File: src/rtl/adder_pkg.sv
// Shared types and widths for the board-level ripple-carry adder.
// Operands are 4 bits wide; the sum carries one extra bit for carry-out.
package adder_pkg;

  localparam int ADD_WIDTH = 4;
  localparam int SUM_WIDTH = ADD_WIDTH + 1;

  typedef logic [ADD_WIDTH-1:0] operand_t;
  typedef logic [SUM_WIDTH-1:0] sum_t;

  // Everything the adder consumes in one cycle; also the unit of synchronisation
  typedef struct packed {
    logic     cin;
    operand_t b;
    operand_t a;
  } adder_in_t;

endpackage

File: src/rtl/full_adder.sv
// Single-bit full adder, purely combinational; one link of the ripple chain.
// No state, no flow control.
module full_adder (
  input  logic a,
  input  logic b,
  input  logic cin,
  output logic s,
  output logic cout
);

  assign s    = a ^ b ^ cin;
  assign cout = (a & b) | (cin & (a ^ b));

endmodule

File: src/rtl/four_bit_adder_top.sv
// Switch/button 4-bit adder with registered 5-bit sum; latency 1 cycle, or 1+SYNC_STAGES
// with ADDER_INPUT_SYNC_EN defined. No backpressure: the output updates every clk edge.
module four_bit_adder_top
  import adder_pkg::*;
#(
  parameter int WIDTH       = ADD_WIDTH,
  parameter int SYNC_STAGES = 2
) (
  input  logic clk,
  input  logic rst_n,
  input  logic Sw0,
  input  logic Sw1,
  input  logic Sw2,
  input  logic Sw3,
  input  logic Sw4,
  input  logic Sw5,
  input  logic Sw6,
  input  logic Sw7,
  input  logic Btn0,
  output sum_t Output
);

  // The board wiring and the package types pin the width; catch bad overrides early
  if (WIDTH != ADD_WIDTH) begin : g_bad_width
    $error("four_bit_adder_top: WIDTH must equal ADD_WIDTH");
  end
  if (SYNC_STAGES < 1) begin : g_bad_sync
    $error("four_bit_adder_top: SYNC_STAGES must be at least 1");
  end

  adder_in_t raw_in;
  adder_in_t add_in;

  assign raw_in.a   = {Sw3, Sw2, Sw1, Sw0};
  assign raw_in.b   = {Sw7, Sw6, Sw5, Sw4};
  assign raw_in.cin = Btn0;

`ifdef ADDER_INPUT_SYNC_EN
  adder_in_t sync_q [SYNC_STAGES];

  always_ff @(posedge clk or negedge rst_n) begin
    if (!rst_n) begin
      for (int i = 0; i < SYNC_STAGES; i++) begin
        sync_q[i] <= '0;
      end
    end else begin
      sync_q[0] <= raw_in;
      for (int i = 1; i < SYNC_STAGES; i++) begin
        sync_q[i] <= sync_q[i-1];
      end
    end
  end

  assign add_in = sync_q[SYNC_STAGES-1];
`else
  assign add_in = raw_in;
`endif

  logic [WIDTH:0]   carry;
  logic [WIDTH-1:0] sum_bits;

  assign carry[0] = add_in.cin;

  for (genvar i = 0; i < WIDTH; i++) begin : g_ripple
    full_adder u_fa (
      .a    (add_in.a[i]),
      .b    (add_in.b[i]),
      .cin  (carry[i]),
      .s    (sum_bits[i]),
      .cout (carry[i+1])
    );
  end

  sum_t sum_d;
  sum_t sum_q;

  assign sum_d = {carry[WIDTH], sum_bits};

  always_ff @(posedge clk or negedge rst_n) begin
    if (!rst_n) begin
      sum_q <= '0;
    end else begin
      sum_q <= sum_d;
    end
  end

  assign Output = sum_q;

endmodule

File: config.mk
export PLATFORM = sky130hd
export DESIGN_NAME = four_bit_adder_top
export DESIGN_NICKNAME = d
export VERILOG_FILES = /design/src/rtl/adder_pkg.sv /design/src/rtl/full_adder.sv /design/src/rtl/four_bit_adder_top.sv
export SDC_FILE = /design/constraint.sdc
export NUM_CORES = 1
export LEC_CHECK = 0
export CAP_MARGIN = 20
export CORE_AREA = 4 4 41 43
export DETAILED_ROUTE_END_ITERATION = 6
export DIE_AREA = 0 0 45 47
export GPL_TIMING_DRIVEN = 0
export HOLD_SLACK_MARGIN = 0.12
export MAX_ROUTING_LAYER = met4
export PLACE_DENSITY_LB_ADDON = 0.3
export SYNTH_ARGS = -nofsm -noshare
export SYNTH_HDL_FRONTEND = slang
export SYNTH_SLANG_ARGS = --single-unit
File: constraint.sdc
create_clock -name clk -period 0.9 [get_ports clk]
set_clock_uncertainty 0.05 [all_clocks]
set_input_delay 0.18 -clock clk [delete_from_list [all_inputs] [get_ports clk]]
set_output_delay 0.18 -clock clk [all_outputs]
set_load 0.005 [all_outputs]
======== Word level (Yosys, flattened, before mapping) ========
Cells that the tools add are included.
operators by class
  bitwise operators ....................... 20
operator list
  kind               number
  bitwise AND 1 bit  8
  XOR 1 bit          8
  bitwise OR 1 bit   4
storage, ports and cells
  flip-flop bits (word level) ............. 5
  output and inout bits ................... 5
  logic and storage cells ................. 21

======== Longest topological paths before layout ========
Gate-level depths: netlist of the first run.
  word-level depth ........................ 9
  gate-level depth with buffers ........... 8
  mapped depth without buffers ............ 8

======== Cells and area by module ========
From an unflattened synthesis of the first run, not the netlist that was laid out.
second synthesis, totals
  cell total of the unflattened synthesis .. 9
  area total of the unflattened synthesis .. 205.2 um2
by module, submodules not included
  module              instances  cells each  area an instance (um2)  seq. area each (um2)
  four_bit_adder_top  1          5           125.1                   125.1
  full_adder          4          1           20.0                    0.0

======== Worst setup path before layout of the first run ========
Ideal clock, no wire load.
  path kind ............................... input to register
  start ................................... input port Sw0
  end ..................................... register sum_q[3], in the netlist Output[3]
  setup time .............................. 64 ps
  arrival ................................. 1673 ps
  slack ................................... -887 ps
  stages .................................. 8
  path buffers ............................ 0
  cells stage by stage .................... inv_1 -> fa_1 -> inv_1 -> fa_1 -> fa_1 -> inv_1 -> fa_1 -> inv_1
between the ends
  cells in the longest elaborated chain, start to end .. 8
  elaborated cells between the ends (all ways) .. 9
RTL lines
  item                    RTL line                  source
  from (decl)             four_bit_adder_top.sv:11  input logic Sw0,
  XOR 1 bit               full_adder.sv:12          assign cout = (a & b) | (cin & (a ^ b));
  bitwise AND 1 bit       full_adder.sv:12
  bitwise OR 1 bit *      full_adder.sv:12
  bitwise AND 1 bit *     full_adder.sv:12
  bitwise OR 1 bit *      full_adder.sv:12
  bitwise AND 1 bit *     full_adder.sv:12
  bitwise OR 1 bit *      full_adder.sv:12
  XOR 1 bit *             full_adder.sv:11          assign s = a ^ b ^ cin;
  net g_ripple[3].u_fa.s  full_adder.sv:7           output logic s,
  to (signal assigned)    four_bit_adder_top.sv:83  sum_q <= sum_d;
  to (decl)               four_bit_adder_top.sv:75  sum_t sum_q;
Mark *: on every way through the listed nets, which the timed path passes. The rest lies on a longest branch.

======== Worst setup path after layout of the first run ========
Same ends and word-level chain as after synthesis.

==> flow_metrics.py, run 1 <==
metrics = {
    "logic_synthesis": {
        "postSynth.topFlopCell": "sky130_fd_sc_hd__dfrtp_1",
        "synth_nets": 34,
        "yosys_warnings": 0,
        "synth_top_area_cell": "sky130_fd_sc_hd__dfrtp_1",
        "post_synth_instance_area_um2": 242.7,
        "synth_top_area_share_pct": 51.55,
        "synth.area.top_cells": "sky130_fd_sc_hd__dfrtp_1 (52%), sky130_fd_sc_hd__fa_1 (33%), sky130_fd_sc_hd__inv_1 (15%)",
        "ys_types": 3,
        "synth.top_cells.by_count": "sky130_fd_sc_hd__inv_1 (10), sky130_fd_sc_hd__dfrtp_1 (5), sky130_fd_sc_hd__fa_1 (4)",
        "yosysSeqAreaShare_pct": 51.55,
        "yosysMostFrequentCell": "sky130_fd_sc_hd__inv_1",
        "synth-seq-cells": 5,
        "ys_async_sr_fraction_pct": 100.0,
        "synth-edff-count": 0,
        "synthesis.area_per_instance_um2": 12.78,
        "synth_cells": 19,
    },
    "layout": {
        "area_delta_synth_final_pct": 83.50,
        "largest_reg_flops": 5,
        "combined_area_of_the_multi_input_logic_cells_um2": 90.09,
        "antenna_cells": 0,
        "post-route-cell-area_um2": 445.4,
        "nFillCells": 141,
        "fin_util_pct": 34.23,
        "seq_area_um2": 125.1,
        "drive_gt1_share_pct": 52.63,
        "fin_nets": 54,
    },
    "clock_network": {
        "clock-root-buffer": "sky130_fd_sc_hd__clkbuf_4",
        "tritoncts_sink_count": 5,
        "cts_buffers": 3,
        "cts_post_setup_buffers_inserted": 0,
        "cts.reportedPaths.clkPinSlew_ns": 0.04,
        "h_tree_depth": 1,
        "cts-root-to-sink-buffers": 2,
        "cts_tree": "done",
    },
    "worst_setup_path": {
        "critical_path.endpoint_type": "flop",
        "worst-endpoint-required_ns": 1.03,
        "worst_path_largest_cell_delay_ns": 0.41,
        "path_delay_family": "adder cells",
        "critPathMaxFanout": 1,
        "setup.worst_path.start_class": "input pin",
        "crit_chain": "buf_8 -> inv_12 -> fa_2 -> inv_2 -> fa_2 -> fa_2 -> inv_2 -> fa_2 -> inv_1",
        "timing.critical_path.from": "Sw0",
        "criticalPathCategory": "in -> reg",
        "critical-path-top-cell-by-count": "sky130_fd_sc_hd__fa_2",
        "slowest_cell_on_the_critical_path": "sky130_fd_sc_hd__fa_2",
        "path_buf_inv": 5,
        "worst_ep_arrival_time_ns": 1.75,
    },
    "placement": {
        "placement.cell_area_um2": 439.2,
        "dpl.hpwl_um": 448.9,
        "place_congestion": 0.6102,
        "placement.io_buffers": 15,
    },
    "routing": {
        "route.detailed.vias_per_inst": 3.453,
        "detail_route.iter0.violations": 0,
        "residual_drc_count": 0,
        "drt-total-wl_um": 484,
        "avgRoutedWirePerCell_um": 9.132,
        "first_pass_detailed_route_iteration_total": 1,
        "routed-via-count": 183,
        "route.antenna.remaining_nets": 0,
    },
    "floorplanning": {
        "die_width_um": 45,
        "rows": 13,
        "core-area_um2": 1301,
        "io_pins": 16,
        "die_area_um2": 2115,
        "dieHeight_um": 47,
        "initial_core_util_pct": 18.65,
    },
    "sta": {
        "timing.fmax_mhz": 616.6,
        "finalWorstPathRequiredPeriod_ns": 1.622,
        "slew_headroom_pct": 84.81,
        "finalHoldViolations": 0,
        "finalSetupViolations": 9,
        "postLayoutSetupSlackWorst_ns": -0.7219,
        "final.hold.worst_slack_ns": 0.1155,
        "final.period_utilization_pct": 180.2,
        "maxSlewViolCount": 0,
        "slew_worst_pin_ns": 0.2271,
        "grt_setup_unrepaired": "true",
    },
    "run": {
        "drv_cap": 0,
    },
    "pwr": {
        "cellLeakagePower_nw": 0.2196,
        "power-per-cell-area_nw_per_um2": 1523,
        "total_power_mw": 0.6784,
        "ir_drop_worst_case_vdd_mv": 0.5234,
    },
    "global_route": {
        "largest_net_degree_at_the_start_of_global_routing": 6,
        "wire_length_of_the_first_global_routing_pass_um": 690,
        "grt_pass1_vias": 185,
        "antenna_found_initial": 0,
        "grt_overflow": 0,
        "grt_use_total_pct": 5.533,
    },
    "status": {
        "outcome": "finished with violations",
        "failed_checks": "setup timing",
    },
    "hold_path": {
        "holdCritPathClass": "in -> async",
    },
}
## report_power, final
group          total, mW  switching (mW)  internal [mW]
Clock              0.250          0.0830          0.167
Combinational      0.159          0.0686         0.0902
Sequential         0.270         0.00759          0.262
Total              0.678           0.159          0.519
## metal layers
layer,part of all wire [%],track usage [%]
met5,0,-
met4,2.9,10.53
met3,14,0.3831
met2,59,9.040
met1,24,3.765
## final timing paths
path / cells past startpoint / slack [ns] / endpoint
max in group asynchronous: 1 / 0.50 / Output[2]$_DFF_PN0_
max: 9 / -0.72 / Output[3]$_DFF_PN0_
min in group clk: 4 / 0.28 / Output[0]$_DFF_PN0_
min: 1 / 0.12 / Output[0]$_DFF_PN0_
## cell usage in the layout, fill, tap and decap left out, drive strengths merged
cell,instances
clkdlybuf4s50,5
inv,10
dfrtp,5
buf,8
dlygate4sd2,2
fa,4
clkbuf,4
## stage by stage
stage               worst slack, ns  TNS, ns  instances
CTS                         -0.7950   -2.217         53
finish                      -0.7219   -1.957         53
detailed placement           -1.499   -6.285         49
floorplan                   -0.8125   -2.222         19
global placement             -1.486   -6.168         49
global route                -0.7542   -2.174         53
## area by class of cell
| type | count | share of cell area [%] |
|---|---|---|
| tap | 15 | 4.213 |
| inverter | 10 | 12.36 |
| multi-input combinational | 4 | 20.22 |
| sequential | 5 | 28.09 |
| clock buffer | 4 | 5.899 |
| timing repair buffer | 15 | 29.21 |
## what timing repair did
action                     CTS  global route
setup endpoints to repair   10             9
hold endpoints to repair     5             0
pin swaps                    4             4
resized for setup           41             0
cloned                       0             0
## kinds of logic after synthesis
kind of cell / synth area share, %
buffers and inverters: 15.47
flip-flops: 51.55
adder cells (fa/ha/maj): 32.99
No activity file was read; power rests on OpenSTA's default activity.
==> run 2, diff against run 1 <==
- clock period: 0.9 -> 1.7 ns (I/O delays scaled with it)
==> run 2 against run 1 <==
Effect of this change:
- the flow still finishes with violations (setup timing)
- non-clock buffer count unchanged
- sequential share of layout area is 0.39 points lower
- combinational power shrank 39%
==> flow_metrics.py, run 2 (synthesis results as in run 1) <==
metrics = {
    "pwr": {
        "power-per-cell-area_nw_per_um2": 816.7,
        "ir_drop_worst_case_vdd_mv": 0.2714,
        "cellLeakagePower_nw": 0.2161,
        "total_power_mw": 0.3689,
    },
    "sta": {
        "finalWorstPathRequiredPeriod_ns": 1.767,
        "maxSlewViolCount": 0,
        "finalSetupViolations": 1,
        "final.hold.worst_slack_ns": 0.2686,
        "slew_headroom_pct": 86.08,
        "slew_worst_pin_ns": 0.2081,
        "final.period_utilization_pct": 104.0,
        "timing.fmax_mhz": 565.9,
        "finalHoldViolations": 0,
        "grt_setup_unrepaired": "true",
        "postLayoutSetupSlackWorst_ns": -0.06725,
    },
    "floorplanning": {
        "initial_core_util_pct": 18.65,
        "die_area_um2": 2115,
        "die_width_um": 45,
        "rows": 13,
        "core-area_um2": 1301,
        "io_pins": 16,
        "dieHeight_um": 47,
    },
    "layout": {
        "seq_area_um2": 125.1,
        "largest_reg_flops": 5,
        "nFillCells": 144,
        "post_layout_nonfiller_instances": 53,
        "drive_gt1_share_pct": 36.84,
        "layout_commonest_cell": "sky130_fd_sc_hd__clkdlybuf4s50_1",
        "antenna_cells": 0,
        "fin_nets": 54,
        "layout_common_cells": "sky130_fd_sc_hd__clkdlybuf4s50_1 (10), sky130_fd_sc_hd__dfrtp_1 (5), sky130_fd_sc_hd__inv_1 (5)",
        "post-route-cell-area_um2": 451.7,
        "area_delta_synth_final_pct": 86.08,
        "combined_area_of_the_multi_input_logic_cells_um2": 87.58,
    },
    "routing": {
        "first_pass_detailed_route_iteration_total": 1,
        "route.antenna.remaining_nets": 0,
        "drt-total-wl_um": 404,
        "routed-via-count": 177,
        "residual_drc_count": 0,
        "route.detailed.vias_per_inst": 3.340,
        "avgRoutedWirePerCell_um": 7.623,
        "detail_route.iter0.violations": 0,
    },
    "status": {
        "failed_checks": "setup timing",
        "outcome": "finished with violations",
    },
    "global_route": {
        "wire_length_of_the_first_global_routing_pass_um": 690,
        "grt_use_total_pct": 5.294,
        "antenna_found_initial": 0,
        "grt_pass1_vias": 222,
        "largest_net_degree_at_the_start_of_global_routing": 6,
        "grt_overflow": 0,
    },
    "clock_network": {
        "cts_tree": "done",
        "clock-root-buffer": "sky130_fd_sc_hd__clkbuf_4",
        "cts-hold-fix-buffers": 0,
        "cts_buffers": 3,
        "cts-root-to-sink-buffers": 2,
        "tritoncts_sink_count": 5,
        "cts.reportedPaths.clkPinSlew_ns": 0.04,
        "h_tree_depth": 1,
    },
    "worst_setup_path": {
        "slowest_cell_on_the_critical_path": "sky130_fd_sc_hd__fa_1",
        "worst_ep_arrival_time_ns": 1.89,
        "critPathMaxFanout": 1,
        "path_buf_inv": 5,
        "critical-path-top-cell-by-count": "sky130_fd_sc_hd__fa_2",
        "path_delay_family": "adder cells",
        "crit_chain": "buf_6 -> inv_4 -> fa_2 -> inv_2 -> fa_2 -> fa_2 -> inv_2 -> fa_1 -> inv_1",
        "critical_path.endpoint_type": "flop",
        "worst_path_largest_cell_delay_ns": 0.40,
        "setup.worst_path.start_class": "input pin",
        "worst-endpoint-required_ns": 1.82,
        "criticalPathCategory": "in -> reg",
    },
    "placement": {
        "placement.io_buffers": 15,
        "place_congestion": 0.6151,
        "number_of_placed_instances_with_taps_included": 49,
        "placement.cell_area_um2": 416.7,
    },
    "run": {
        "drv_cap": 0,
    },
    "hold_path": {
        "holdCritPathClass": "in -> async",
    },
}
[run 2: layout make-up]
class                      count  area share (%)
timing repair buffer          15           33.52
sequential                     5           27.70
multi-input combinational      4           19.39
inverter                      10           9.418
clock buffer                   4           5.817
tap                           15           4.155
[run 2: worst paths after layout]
kind                       start                  end  slack, ns  cells past startpoint
min in group clk            Btn0  Output[0]$_DFF_PN0_       0.44                      4
min                        rst_n  Output[1]$_DFF_PN0_       0.27                      1
max in group asynchronous  rst_n  Output[4]$_DFF_PN0_       1.15                      1
max                          Sw0  Output[3]$_DFF_PN0_      -0.07                      9
[run 2: what timing repair did]
action,4_1_cts,5_1_grt
setup endpoints to repair,3,1
gates resized for setup,21,1
pin swaps,4,4
buffers inserted,0,0
hold endpoints to repair,0,0
[run 2: where the power goes]
| group | total (mW) | switching (mW) | internal [mW] | leakage (nW) |
|---|---|---|---|---|
| Clock | 0.130 | 0.0414 | 0.0883 | 0.0150 |
| Combinational | 0.0962 | 0.0321 | 0.0641 | 0.143 |
| Sequential | 0.143 | 0.00423 | 0.139 | 0.0583 |
| Total | 0.369 | 0.0778 | 0.291 | 0.216 |
[run 2: stage by stage]
stage               util, %  TNS [ns]  setup slack [ns]
floorplan                 -   -0.2407           -0.1981
global placement      32.02    -1.904           -0.6992
detailed placement    32.02    -1.974           -0.7273
CTS                   34.52   -0.1326           -0.1326
global route          34.71   -0.1123           -0.1123
finish                34.71  -0.06725          -0.06725
[run 2: routing by layer]
metal	track usage, %	wire, um	vias up
met3	1.149	63	0
met1	4.019	125	80
met5	-	0	-
li1	-	-	85
met4	8.772	0	0
met2	8.192	214	12
==> run 3, diff against run 2 <==
- GPL_TIMING_DRIVEN: 0 -> not set
==> results of run 3 <==
The final DEF is identical to that of run 2; final timing and power are the same.
